File: src/rtl/mult_div_unit.sv
// Signed 32-bit multiply (radix-2 Booth) and divide (restoring) unit for MIPS HI/LO.
// Define DIVZERO_EXCP_EN to trap divide-by-zero through DZ / div_zero instead of completing.
module mult_div_unit (
    input  logic        clk,
    input  logic        reset,
    input  logic        mult_start,
    input  logic        div_start,
    input  logic [31:0] op_a,
    input  logic [31:0] op_b,
    output logic [31:0] hi,
    output logic [31:0] lo,
    output logic        busy,
    output logic        done,
    output logic        div_zero
);

    localparam logic [2:0] IDLE = 3'd0;
    localparam logic [2:0] MULT = 3'd1;
    localparam logic [2:0] DIV  = 3'd2;
    localparam logic [2:0] FIX  = 3'd3;
`ifdef DIVZERO_EXCP_EN
    localparam logic [2:0] DZ   = 3'd4;
`endif
    localparam logic [2:0] DONE = 3'd5;

    logic [2:0]  state;
    logic [5:0]  count;

    // Booth datapath: {acc, mplier, qm1} shifts right arithmetically each step.
    logic [32:0] acc;
    logic [32:0] mcand;
    logic [31:0] mplier;
    logic        qm1;
    logic [32:0] boothSum;

    logic [31:0] rem;
    logic [31:0] quo;
    logic [31:0] divisor;
    logic        dividendNeg;
    logic        divisorNeg;
    logic        divByZero;
    logic [31:0] origA;

    logic [31:0] absA;
    logic [31:0] absB;
    logic [32:0] shifted;
    logic [32:0] diff;
    logic        fits;
    logic [31:0] fixHi;
    logic [31:0] fixLo;

    assign absA    = op_a[31] ? -op_a : op_a;
    assign absB    = op_b[31] ? -op_b : op_b;
    assign shifted = {rem, quo[31]};
    assign diff    = shifted - {1'b0, divisor};
    assign fits    = shifted >= {1'b0, divisor};

    always_comb begin
        // NOTE: every always_comb output gets a default first so no path can infer a latch.
        boothSum = acc;
        case ({mplier[0], qm1})
            2'b01:   boothSum = acc + mcand;
            2'b10:   boothSum = acc - mcand;
            default: ;
        endcase
    end

    always_comb begin
        fixLo = (dividendNeg ^ divisorNeg) ? -quo : quo;
        fixHi = dividendNeg ? -rem : rem;
        if (divByZero) begin
            fixLo = '1;
            fixHi = origA;
        end
    end

    assign busy = (state != IDLE);
    assign done = (state == DONE);
`ifdef DIVZERO_EXCP_EN
    assign div_zero = (state == DZ);
`else
    assign div_zero = 1'b0;
`endif

    // NOTE: sequential state uses non-blocking assignments only, so every register
    // samples pre-edge values regardless of statement order.
    always_ff @(posedge clk or posedge reset) begin
        if (reset) begin
            // NOTE: datapath registers are reset too; they are few and it keeps X out of hi/lo.
            state       <= IDLE;
            count       <= '0;
            hi          <= '0;
            lo          <= '0;
            acc         <= '0;
            mcand       <= '0;
            mplier      <= '0;
            qm1         <= 1'b0;
            rem         <= '0;
            quo         <= '0;
            divisor     <= '0;
            dividendNeg <= 1'b0;
            divisorNeg  <= 1'b0;
            divByZero   <= 1'b0;
            origA       <= '0;
        end else begin
            case (state)
                IDLE: begin
                    count <= '0;
                    if (mult_start) begin
                        acc    <= '0;
                        mcand  <= {op_a[31], op_a};
                        mplier <= op_b;
                        qm1    <= 1'b0;
                        state  <= MULT;
                    end else if (div_start) begin
                        rem         <= '0;
                        quo         <= absA;
                        divisor     <= absB;
                        dividendNeg <= op_a[31];
                        divisorNeg  <= op_b[31];
                        divByZero   <= (op_b == '0);
                        origA       <= op_a;
`ifdef DIVZERO_EXCP_EN
                        state       <= (op_b == '0) ? DZ : DIV;
`else
                        state       <= DIV;
`endif
                    end
                end
                MULT: begin
                    if (count == 6'd32) begin
                        hi    <= acc[31:0];
                        lo    <= mplier;
                        state <= DONE;
                    end else begin
                        acc    <= {boothSum[32], boothSum[32:1]};
                        mplier <= {boothSum[0], mplier[31:1]};
                        qm1    <= mplier[0];
                        count  <= count + 6'd1;
                    end
                end
                DIV: begin
                    if (count == 6'd32) begin
                        state <= FIX;
                    end else begin
                        rem   <= fits ? diff[31:0] : shifted[31:0];
                        quo   <= {quo[30:0], fits};
                        count <= count + 6'd1;
                    end
                end
                FIX: begin
                    hi    <= fixHi;
                    lo    <= fixLo;
                    state <= DONE;
                end
`ifdef DIVZERO_EXCP_EN
                DZ:      state <= IDLE;
`endif
                DONE:    state <= IDLE;
                default: state <= IDLE;
            endcase
        end
    end

endmodule

File: config.mk
export PLATFORM = sky130hd
export DESIGN_NAME = mult_div_unit
export DESIGN_NICKNAME = d
export VERILOG_FILES = /design/src/rtl/mult_div_unit.sv
export SDC_FILE = /design/constraint.sdc
export NUM_CORES = 1
export LEC_CHECK = 0
export CORE_ASPECT_RATIO = 1.5
export CORE_UTILIZATION = 25
export CTS_CLUSTER_SIZE = 28
export DETAILED_ROUTE_END_ITERATION = 10
export PLACE_DENSITY = 0.4
export SLEW_MARGIN = 20
export SYNTH_ARGS = -nofsm -noshare
export SYNTH_HDL_FRONTEND = slang
export SYNTH_SLANG_ARGS = --single-unit
File: constraint.sdc
create_clock -name clk -period 17.2 [get_ports clk]
set_clock_uncertainty 0.2 [all_clocks]
set_input_delay 3.44 -clock clk [delete_from_list [all_inputs] [get_ports clk]]
set_output_delay 3.44 -clock clk [all_outputs]
set_load 0.05 [all_outputs]
* Word level (Yosys, flattened, before mapping)
Cells that the tools add are included.
Storage, ports and cells: logic and storage cells 93, register bits after elaboration 302, output and inout port bits 67
Cells by class: bitwise operators 2, add/sub/neg operators 8, multiplexer cells 36, equality and inequality tests 16, reduce and logical (&&, ||, !) cells 15, $lt $le $gt $ge 1
Operators with widths (number):
- 32-bit two-way mux | 17
- 32-bit one-hot mux with 2 select lines | 5
- 33-bit one-hot mux with 2 select lines | 2
- 32-bit negation | 4
- 33-bit two-way mux | 2
- 33-bit adder | 1
- 33-bit by 32-bit >= comparator with 1-bit output | 1
- 33-bit subtractor | 1
- 32-bit logical NOT | 1
- 32-bit subtractor | 1
- 2-bit inequality test (second input constant) | 8
- 3-bit two-way mux | 4
- 3-bit one-hot mux with 4 select lines | 1
- 6-bit one-hot mux with 2 select lines | 1
- 3-bit AND reduction | 3
- 2-bit nonzero test | 4
- 6-bit by 1-bit adder with 6-bit output (second input constant) | 1
- 3-bit by 2-bit == test with 1-bit output (second input constant) | 2
- 6-bit == test (second input constant) | 1
- 6-bit two-way mux | 1
- 2-bit AND reduction | 3
- 4-bit AND reduction | 1
- 3-bit by 1-bit == test with 1-bit output (second input constant) | 1
- 3-bit == test (second input constant) | 1
- 10 further kinds | 11

* Longest topological paths before layout
depth in word-level cells 5, depth in mapped cells 20, depth with buffers taken out 19

* Least setup slack after synthesis
OpenSTA, ideal clock, no wires.
path kind input to register, start point input op_b[6], end point register divisor[30], path buffers 0, arrival 5.439 ns, required time 16.869 ns, setup slack 11.430 ns, stages on the path 9, cells stage by stage or4_4 nor4_4 nand3b_2 nor2b_2 nand3_1 or4_4 o31ai_4 xor2_1 o21ai_1
On the way: cells in the longest elaborated chain, start to end 2
Ends and longest elaborated chain:
- start: declaration | RTL line 9 | input logic [31:0] op_b,
- 32-bit negation | RTL line 53 | assign absB = op_b[31] ? -op_b : op_b;
- 32-bit two-way mux | RTL line 53
- end signal: assignment | RTL line 118 | divisor <= absB;
- end: declaration | RTL line 38 | logic [31:0] divisor;
Every way passes these cells. A chain may end at the register's enable or synchronous reset.

* Worst setup path in the final report
start point register state[1], end point output busy
On the way: cells in the longest elaborated chain, start to end 1
Ends and longest elaborated chain:
- start: declaration | RTL line 26 | logic [2:0] state;
- start signal: assignment | RTL line 90 | state <= IDLE;
- start signal: assignment | RTL line 114 | state <= MULT;
- start signal: assignment | RTL line 126 | state <= DIV;
- 3-bit nonzero test | RTL line 77 | assign busy = (state != IDLE);
- end: declaration | RTL line 12 | output logic busy,
Every way passes these cells.

==> flow_summary.ini <==
[global_routing]
grt_most_used_layer = met2
grt_first_pass_wirelength_um = 114000
global_route.usage.met2_pct = 34.9
number_of_global_route_vias_before_repair = 17500
grt_start_max_net_pins = 156
antenna_found_initial = 0
groute.layer.met1.usage_pct = 21.9
grtUsageMet3_pct = 2.02
grt.overflow.total = 0
gr-usage-all-layers_pct = 19.0

[drt]
drt_iter0_markers = 1190
number_of_nets_with_antenna_violations_after_detailed_routing = 0
post_drt_via_cell_ratio = 5.15
routedWlPerCell_um = 22.6
routed-via-count = 17300
routed_wirelength_um = 76100
firstDrtPassIters = 5
drc = 0

[cts]
cts.sink_count = 300
h-tree-depth = 2
cts_max_path_buffers = 3
number_of_setup_buffers_added_after_cts = 0
cts.root.buffer_cell = clkbuf_16
cts-buffers-inserted = 36
worstSkewPairLatency_ns = 0.58
post_cts_resize_count = 0
tritoncts = done
cts_hold_buffers_added = 0
worst_setup_hold_path_clk_slew_ns = 0.06

[yosys]
synth_top_cell_area_share_pct = 38.3
synth.cells.most_frequent = nand2_1, dfrtp_1, o21ai_0, nor2_1, a21oi_1
synthTopCellsByArea = dfrtp_1, nand2_1, xor2_1, ha_1, o21ai_0
edff_count_synth = 0
cell_type_with_the_highest_aggregate_area_in_the_netlist = dfrtp_1
synth_area_um2 = 19600
netlist-cell-type-count = 79
synth-seq-area-share_pct = 38.3
synth_warnings = 0
mean_syn_cell_area_um2 = 8.70
synth.most_common_cell = nand2_1
async_reset_ff_share_pct = 100
synthFlopType = dfrtp_1
synth-seq-cells = 300
synth_fp_nets = 2396
syn_inst = 2254

[floorplan]
coreArea_um2 = 77600
die_height_um = 345
dieArea_um2 = 79600
effective_utilization_at_floorplan_pct = 25.3
die-width_um = 231
placementRows = 125
ioPinCount = 135

[setup_path]
required_ns = 13.56
critical_path.slowest_cell = clkdlybuf4s50_1
critPathLaunchType = flop
critical_path.cell_chain = nor3_1, inv_1, clkdlybuf4s50_1
critical_path_class = reg2out
critical_path_peak_fanout = 15
maximum_single_stage_delay_on_the_critical_path_ns = 0.72
crit_arrival_ns = 2.65
crit_path_end_kind = output pin

[sta]
unrepaired_setup_endpoints_after_global_routing = no
timing.final.hold_violations = 0
worstMarginPinSlew_ns = 1.08
final_period_minus_worst_setup_slack_ns = 6.29
clock.fmax_ghz = 0.159
setup_violation_total_in_the_final_timing_report = 0
worst_slew_margin_rel_pct = 27.6
fin_crit_sh_pct = 36.6
slew_violations = 0
final.setup.tns_ns = 0

[power_and_ir_drop]
power_switching_share_pct = 46.9
p_leak_uw = 0.00967
power_frac_clock_pct = 17.9
comb_power_share_pct = 54.5
net_switching_power_uw = 2190
power_density_nw_per_um2 = 200
cell_internal_pwr_uw = 2470
power.sequential.fraction_pct = 27.6
max-vdd-ir-drop_mv = 0.0702

[layout]
postLayoutCoreUtil_pct = 30.0
share_of_layout_cells_above_drive_strength_1_pct = 8.08
insertedDiodeCount = 0
layout-area-overhead-vs-synth_pct = 18.8
final_design_area_no_fill_um2 = 23300
nNetsFinal = 2467
layoutNonFillerInstCount = 3367

[place]
place.detailed.instances = 3303
detailed_place.area_um2 = 22000
place_hpwl_um = 56500
gp_congestion = 0.853
placement.io_buffers = 133

[worst_hold_path]
min-delay-path-class = reg2reg

[job]
maxCapViolCount = 0

[status]
status = completed
[layout make-up]
class	instances	area, µm²
Tap cell	1016	1270
Multi-Input combinational cell	1744	11400
Clock inverter	14	230
Clock buffer	50	1020
Fill cell	8293	54300
Inverter	80	308
Sequential cell	300	7510
Timing Repair Buffer	163	1570
[cell usage in the layout (no fill, tap or decap), drive strengths merged, types with 18 or more instances in the layout]
cell type | Yosys | layout
nor2 | 161 | 161
nand3 | 45 | 45
inv | 80 | 82
ha | 72 | 72
a21o | 23 | 23
clkdlybuf4s50 | 0 | 133
mux2 | 63 | 63
nor3 | 36 | 36
a22oi | 24 | 24
o21ai | 205 | 205
o31ai | 38 | 38
o41ai | 21 | 21
a211oi | 36 | 36
mux2i | 51 | 51
nor4 | 20 | 20
a31oi | 79 | 79
a32oi | 25 | 25
xor2 | 115 | 115
dfrtp | 300 | 300
clkbuf | 114 | 50
xnor2 | 81 | 81
a22o | 19 | 19
nand2 | 329 | 329
a21oi | 116 | 116
nand2b | 20 | 20
nand4 | 18 | 18
buf | 16 | 30
[power groups by stage]
stage	combinational [µW]	clock (µW)	sequential, µW
final	2540	834	1290
after CTS	2550	860	1290
after floorplan	1670	0	1360
after global routing	2800	879	1320
after detailed placement	2540	0	1300
after global placement	2520	0	1290
[layer usage]
metal	up-vias	part of all wire [%]
met5	-	0
met4	0	4.9
met3	119	3.2
met2	390	52
met1	8592	39
li1	8239	-
[registers in the layout, summed over array words and instances, names as in the netlist, 31 cells and up]
name     flops
rem         32
origA       31
divisor     32
lo          32
mcand       32
mplier      32
hi          32
acc         32
quo         32
[path summary, 6_finish.rpt]
check                        endpoint        from  depth (start not counted)  slack, ns
max                              busy    state[1]                          3      10.91
min                        divisor[5]  divisor[5]                          2       0.28
max reg2reg                   acc[31]   mcand[16]                         17      11.64
min reg2reg                divisor[5]  divisor[5]                          2       0.28
max in group asynchronous   divByZero       reset                          4      11.51
min in group asynchronous    count[2]       reset                          2       3.18
[kinds of logic after synthesis]
family,after synthesis,synth area share [%]
compound gates,648,21.1
xor+xnor,196,8.75
fa+ha+maj,79,5.05
buf+inv,210,4.08
flops,300,38.3
mux,114,6.22
other cells,1,0.0191
simple gates,706,16.5
[stage by stage]
step,power [µW],hold slack [ns],setup WS (ns)
finish,4660,0.282,10.91
global route,5000,0.312,10.77
CTS,4700,0.293,10.83
detailed placement,3840,0.279,10.43
global placement,3810,0.272,10.49
floorplan,3030,0.249,5.27
[worst max-delay path, delay by kind of cell, from the launching register on]
kind	cells	cell delay (ns)
buffers and inverters	2	0.82
flip-flops	1	0.58
AND/OR/NAND/NOR	1	0.68
Power figures use the tool's default switching activity.
